$ cat src/rtl/mem_arbiter_rr.sv
// Round-robin arbiter for the single-port frame-buffer BRAM, with a bounded wait
// for one urgent client and one-hot broadcast of read data after RD_LAT cycles.
module mem_arbiter_rr #(
  parameter int NUM_CLIENTS   = 4,
  parameter int ADDR_W        = 17,
  parameter int DATA_W        = 32,
  parameter int WBEN_W        = 4,
  parameter int RD_LAT        = 2,
  parameter int URGENT_CLIENT = 0,
  parameter int URGENT_GAP    = 2
) (
  input  logic                          clk,
  input  logic                          rst_,
  input  logic [NUM_CLIENTS*ADDR_W-1:0] req_addr,
  input  logic [NUM_CLIENTS*DATA_W-1:0] req_wrdata,
  input  logic [NUM_CLIENTS*WBEN_W-1:0] req_op,
  input  logic [NUM_CLIENTS-1:0]        req_rts,
  output logic [NUM_CLIENTS-1:0]        req_rtr,
  output logic                          mem_en,
  output logic [WBEN_W-1:0]             wben,
  output logic [ADDR_W-1:0]             mem_addr,
  output logic [DATA_W-1:0]             mem_data_out,
  input  logic [DATA_W-1:0]             mem_data_in,
  output logic [DATA_W-1:0]             bcast_data,
  output logic [NUM_CLIENTS-1:0]        bcast_xfc
);

  localparam int PW = (NUM_CLIENTS > 1) ? $clog2(NUM_CLIENTS) : 1;
  localparam int SW = (URGENT_GAP > 0) ? $clog2(URGENT_GAP + 1) : 1;

  logic [PW-1:0]          ptr_q, ptr_d;
  logic [SW-1:0]          starve_q, starve_d;
  logic [NUM_CLIENTS-1:0] grant;
  logic [NUM_CLIENTS-1:0] xfc;
  logic                   anyXfc;
  logic                   forceUrgent;
  logic                   found;
  logic [PW:0]            idx;
  logic [ADDR_W-1:0]      selAddr;
  logic [DATA_W-1:0]      selData;
  logic [WBEN_W-1:0]      selOp;

  logic                   memEn_q;
  logic [WBEN_W-1:0]      wben_q;
  logic [ADDR_W-1:0]      memAddr_q;
  logic [DATA_W-1:0]      memData_q;
  logic [NUM_CLIENTS-1:0] pipe_q [RD_LAT+1];

  assign forceUrgent = (URGENT_GAP != 0) && req_rts[URGENT_CLIENT] &&
                       (starve_q == SW'(URGENT_GAP));

  // A forced urgent grant leaves ptr alone so the round-robin order resumes intact.
  always_comb begin
    grant = '0;
    ptr_d = ptr_q;
    found = 1'b0;
    idx   = '0;
    if (rst_) begin
      if (forceUrgent) begin
        grant[URGENT_CLIENT] = 1'b1;
      end else begin
        for (int i = 0; i < NUM_CLIENTS; i++) begin
          idx = {1'b0, ptr_q} + (PW+1)'(i);
          if (idx >= (PW+1)'(NUM_CLIENTS)) idx = idx - (PW+1)'(NUM_CLIENTS);
          if (!found && req_rts[idx[PW-1:0]]) begin
            found = 1'b1;
            grant[idx[PW-1:0]] = 1'b1;
            ptr_d = (idx == (PW+1)'(NUM_CLIENTS-1)) ? '0 : idx[PW-1:0] + 1'b1;
          end
        end
      end
    end
  end

  assign req_rtr = grant;
  assign xfc     = req_rts & grant;
  assign anyXfc  = |xfc;

  always_comb begin
    starve_d = '0;
    if (URGENT_GAP != 0 && req_rts[URGENT_CLIENT] && !grant[URGENT_CLIENT]) begin
      starve_d = (starve_q == SW'(URGENT_GAP)) ? starve_q : starve_q + 1'b1;
    end
  end

  always_comb begin
    selAddr = '0;
    selData = '0;
    selOp   = '0;
    for (int k = 0; k < NUM_CLIENTS; k++) begin
      if (xfc[k]) begin
        selAddr = req_addr[k*ADDR_W +: ADDR_W];
        selData = req_wrdata[k*DATA_W +: DATA_W];
        selOp   = req_op[k*WBEN_W +: WBEN_W];
      end
    end
  end

  // The final pipeline stage is the strobe, landing with valid mem_data_in.
  always_ff @(posedge clk or negedge rst_) begin
    if (!rst_) begin
      ptr_q     <= '0;
      starve_q  <= '0;
      memEn_q   <= 1'b0;
      wben_q    <= '0;
      memAddr_q <= '0;
      memData_q <= '0;
      for (int i = 0; i <= RD_LAT; i++) pipe_q[i] <= '0;
    end else begin
      ptr_q    <= ptr_d;
      starve_q <= starve_d;
      memEn_q  <= anyXfc;
      wben_q   <= anyXfc ? selOp : '0;
      if (anyXfc) begin
        memAddr_q <= selAddr;
        memData_q <= selData;
      end
      pipe_q[0] <= (anyXfc && selOp == '0) ? xfc : '0;
      for (int i = 1; i <= RD_LAT; i++) pipe_q[i] <= pipe_q[i-1];
    end
  end

  assign mem_en       = memEn_q;
  assign wben         = wben_q;
  assign mem_addr     = memAddr_q;
  assign mem_data_out = memData_q;
  assign bcast_xfc    = pipe_q[RD_LAT];
  assign bcast_data   = mem_data_in;

endmodule

$ cat config.mk
export PLATFORM = sky130hd
export DESIGN_NAME = mem_arbiter_rr
export DESIGN_NICKNAME = d
export VERILOG_FILES = /design/src/rtl/mem_arbiter_rr.sv
export SDC_FILE = /design/constraint.sdc
export NUM_CORES = 1
export LEC_CHECK = 0
export BUFFER_PORTS_ARGS = -buffer_cell sky130_fd_sc_hd__buf_4
export CORE_AREA = 2 2 135 137
export CTS_BUF_LIST = sky130_fd_sc_hd__clkbuf_8
export DETAILED_ROUTE_END_ITERATION = 8
export DIE_AREA = 0 0 137 139
export PLACE_DENSITY_LB_ADDON = 0.15
export SETUP_SLACK_MARGIN = 0.4
export SYNTH_ARGS = -nofsm -noshare
export SYNTH_HDL_FRONTEND = slang
export SYNTH_SLANG_ARGS = --single-unit
$ cat constraint.sdc
create_clock -name clk -period 8.2 [get_ports clk]
set_input_delay 1.64 -clock clk [delete_from_list [all_inputs] [get_ports clk]]
set_output_delay 1.64 -clock clk [all_outputs]
set_load 0.01 [all_outputs]
==> summary.md <==
| Metric | Value |
|---|---|
| Least-Margin Pin Slew | `approximately 0.81 ns` |
| CP max stage delay | `0.78 ns` |
| Die height | `139 um` |
| Clock Skew | `around 0.009 ns` |
| Wl on met1 | `between 6000 and 7000 um` |
| # rows | `49` |
| CTS Hold Bufs | `0` |
| CP dominant cell by count | `nor2_1` |
| Vias per inst | `5.29` |
| Hold Path Stages | `0` |
| Hold worst-path end | `bcast_xfc[2]$_DFF_PN0_` |
| Min Tclk post-route | `5.48 ns` |
| DR WL met3 | `1490 um` |
| # IOs | `344` |
| Clock sinks | `70` |
| Critical Path AT | `3.84 ns` |
| H-tree levels | `3` |
| Leakage | `approximately 3.2 nW` |
| Sequential-to-total area share from yosys stat | `a little under two fifths` |
| Worst hold path type | `flop to flop` |
| Post-cts sizing count | `0` |
| GR Overflow Total | `0` |
| Max rail drop VDD | `0.000111 V` |
| Die area | `roughly 0.019 mm2` |
| R2R Path Start | `ptr_q[0]$_DFFE_PN0P_` |
| Reg2reg end | `mem_data_out[31]$_DFFE_PN0P_` |
| Residual DRC count | `0` |
| Port bufs | `279` |
| RSZ-0062 raised after global routing | `no` |
| Startpoint Class | `flop` |
| Worst skew pair latency | `around 0.36 ns` |
| Slowest cell on crit path | `dfrtp_1` |
| CTS Buffer Depth | `2` |
| Slew Viols, Final | `0` |
| Max frequency | `182 MHz` |
| Cells on worst reg2reg path | `11` |
| Core area | `0.0177 mm2` |
| DR vias | `4917` |
| Non-filler cells in the finished layout | `930` |
| Max layer used | `met4` |
| GPL Wtd Cong | `0.922` |
| Synthesized area | `0.00460 mm2` |
| Final Hold Viols | `0` |
| Syn nets | `about 740` |
| Fin util | `38.6%` |
| Ys flop type | `dfrtp_1` |
| CTS tree | `built` |
| Synth top area share | `between 30% and 40%` |
| Area growth, synth to finish | `48.0%` |
| Place WS | `2.82 ns` |
| Post-DP Area | `0.00662 mm2` |
| Ant diodes | `0` |
| Clk pin slew, worst setup/hold paths | `0.07 ns` |
| Req. time, crit path | `~6.6 ns` |
| Critical path class | `flop to output pin` |
| Synth top area cells | `dfrtp_1 (38%), a221o_1 (11%), a211oi_1 (8.2%)` |
| Syn Area/Cell | `9.61 um2` |
| Detail Route Antenna Nets | `0` |
| EDFF count, synth | `0` |
| Vias in the first global route | `4992` |
| FFs w/ async S/R, synth | `100%` |
| Setup bufs post-CTS | `0` |
| # fillers | `1840` |
| Area of the multi-input gates | `0.00240 mm2` |
| First-pass GRT wire length | `27400 um` |
| WL met2 | `9620 um` |
| Iter 0 DRT Violations | `around 260` |
| CP Cell Sequence | `clkinv_1 -> ha_1 -> mux2_2 -> and3_1 -> a2111oi_2 -> nor2_1 -> a21oi_1 -> nor2_1 -> buf_4` |
| CP Capture Type | `output pin` |
| Yosys warning total | `0` |
| Final setup fails | `0` |
| Slew HR | `a little under half` |
| Initial core utilization | `26.1%` |
| Pin count of the biggest net entering global routing | `61` |
| Total Power | `around 2.2 mW` |
| Count of cell types in the netlist | `47` |
| PD cells | `325 mW/mm2` |
| Clock root buffer master | `clkbuf_8` |
| Flop2flop setup slack | `2.83 ns` |
| Layout cells sized above 1 | `46.2%` |
| Outcome | `complete, no violations` |
| Total track usage | `between 10% and 20%` |
| Hpwl dp | `between 10000 and 15000 um` |
| Yosys top cell by area | `dfrtp_1` |
| Post-Route WL | `18400 um` |
| Die X | `137 um` |
| Synthesized netlist cell count | `between 400 and 500` |
| #FFs+latches synth | `70` |
| Final #Nets | `954` |
| Drt first pass iters | `5` |
| CP max FO | `21` |
| Hold_ws | `between 0.3 and 0.4 ns` |
| Initial antenna violation count | `0` |
| Worst Hold Launch | `pipe_q[6]$_DFF_PN0_` |
| Final setup margin | `2.72 ns` |
| Crit share post-route | `66.8%` |
| Seq. cell area | `0.00175 mm2` |
| TritonCTS Buffers | `9` |
| Fin Setup TNS | `0 ns` |
| Design area | `between 0.006 and 0.007 mm2` |
| Wire length per cell | `19.8 um` |
| Max-cap viol count | `0` |
| Post-Place Cells | `914` |
synthesized netlist by cell type, drive strengths merged (6+ instances only):
library cell	instances
ha	8
a22oi	49
o21ai	6
a211oi	50
buf	46
a21oi	7
and3	6
a221o	49
dfrtp	70
clkbuf	35
inv	6
nand2	17
nor2	66
report_power, final:
part           switching, mW  internal, mW
Combinational          0.674         0.646
Sequential             0.108         0.506
Clock                  0.139         0.139
Total                  0.921          1.29
cells by family after synthesis:
logic type,after synthesis,share of synthesized area (%)
XOR/XNOR,1,0.190
AO/OA/AOI/OAI,185,33.3
adder cells (fa/ha/maj),8,2.17
buffers and inverters,88,10.7
AND/OR/NAND/NOR,115,11.8
flip-flops,70,38.1
multiplexers,12,3.81
state kept, by name (all words and copies together) (netlist names):
name          count
mem_en            1
wben              4
bcast_xfc         4
mem_addr         17
pipe_q            8
mem_data_out     32
starve_q          2
ptr_q             2
critical path: cells and delay by family, from the launching register on:
kind / cells / cell delay (ns)
AOI/OAI and AO/OA: 2 / 0.76
adders and majority gates: 1 / 0.55
buffers and inverters: 2 / 0.63
DFF: 1 / 0.78
muxes: 1 / 0.39
and+or+nand+nor: 3 / 0.36
how the worst max path moves through the flow:
stage,start,to,cells past startpoint
floorplan,req_rts[2],req_rtr[1],5
global placement,ptr_q[0]$_DFFE_PN0P_,mem_data_out[31]$_DFFE_PN0P_,11
detailed placement,ptr_q[0]$_DFFE_PN0P_,mem_data_out[31]$_DFFE_PN0P_,11
CTS,ptr_q[0]$_DFFE_PN0P_,req_rtr[1],9
global route,ptr_q[0]$_DFFE_PN0P_,req_rtr[1],9
finish,ptr_q[0]$_DFFE_PN0P_,req_rtr[1],9
cells in the final DEF (no fill, tap or decap), types with 6 or more instances in the layout:
| master | instances |
|---|---|
| nand2_1 | 17 |
| buf_4 | 287 |
| and3_1 | 6 |
| dfrtp_1 | 70 |
| o21ai_0 | 6 |
| clkbuf_8 | 9 |
| ha_1 | 8 |
| a221o_1 | 49 |
| nor2_1 | 64 |
| a211oi_1 | 50 |
| inv_1 | 7 |
| a21oi_1 | 6 |
| a22oi_1 | 49 |
metal layers:
metal / GRT usage, % / vias to the layer above
li1: - / 2271
met1: 20.5 / 2346
met2: 33.4 / 249
met3: 5.04 / 51
met4: 7.43 / 0
met5: 0 / -
area by class of cell:
cell class	instances	share of cell area [%]
Sequential cell	70	25.7
Timing Repair Buffer	287	31.6
Inverter	7	0.386
Multi-Input combinational cell	321	35.3
Clock buffer	9	1.82
Clock inverter	7	0.974
Tap cell	229	4.21
Power figures use the tool's default switching activity.
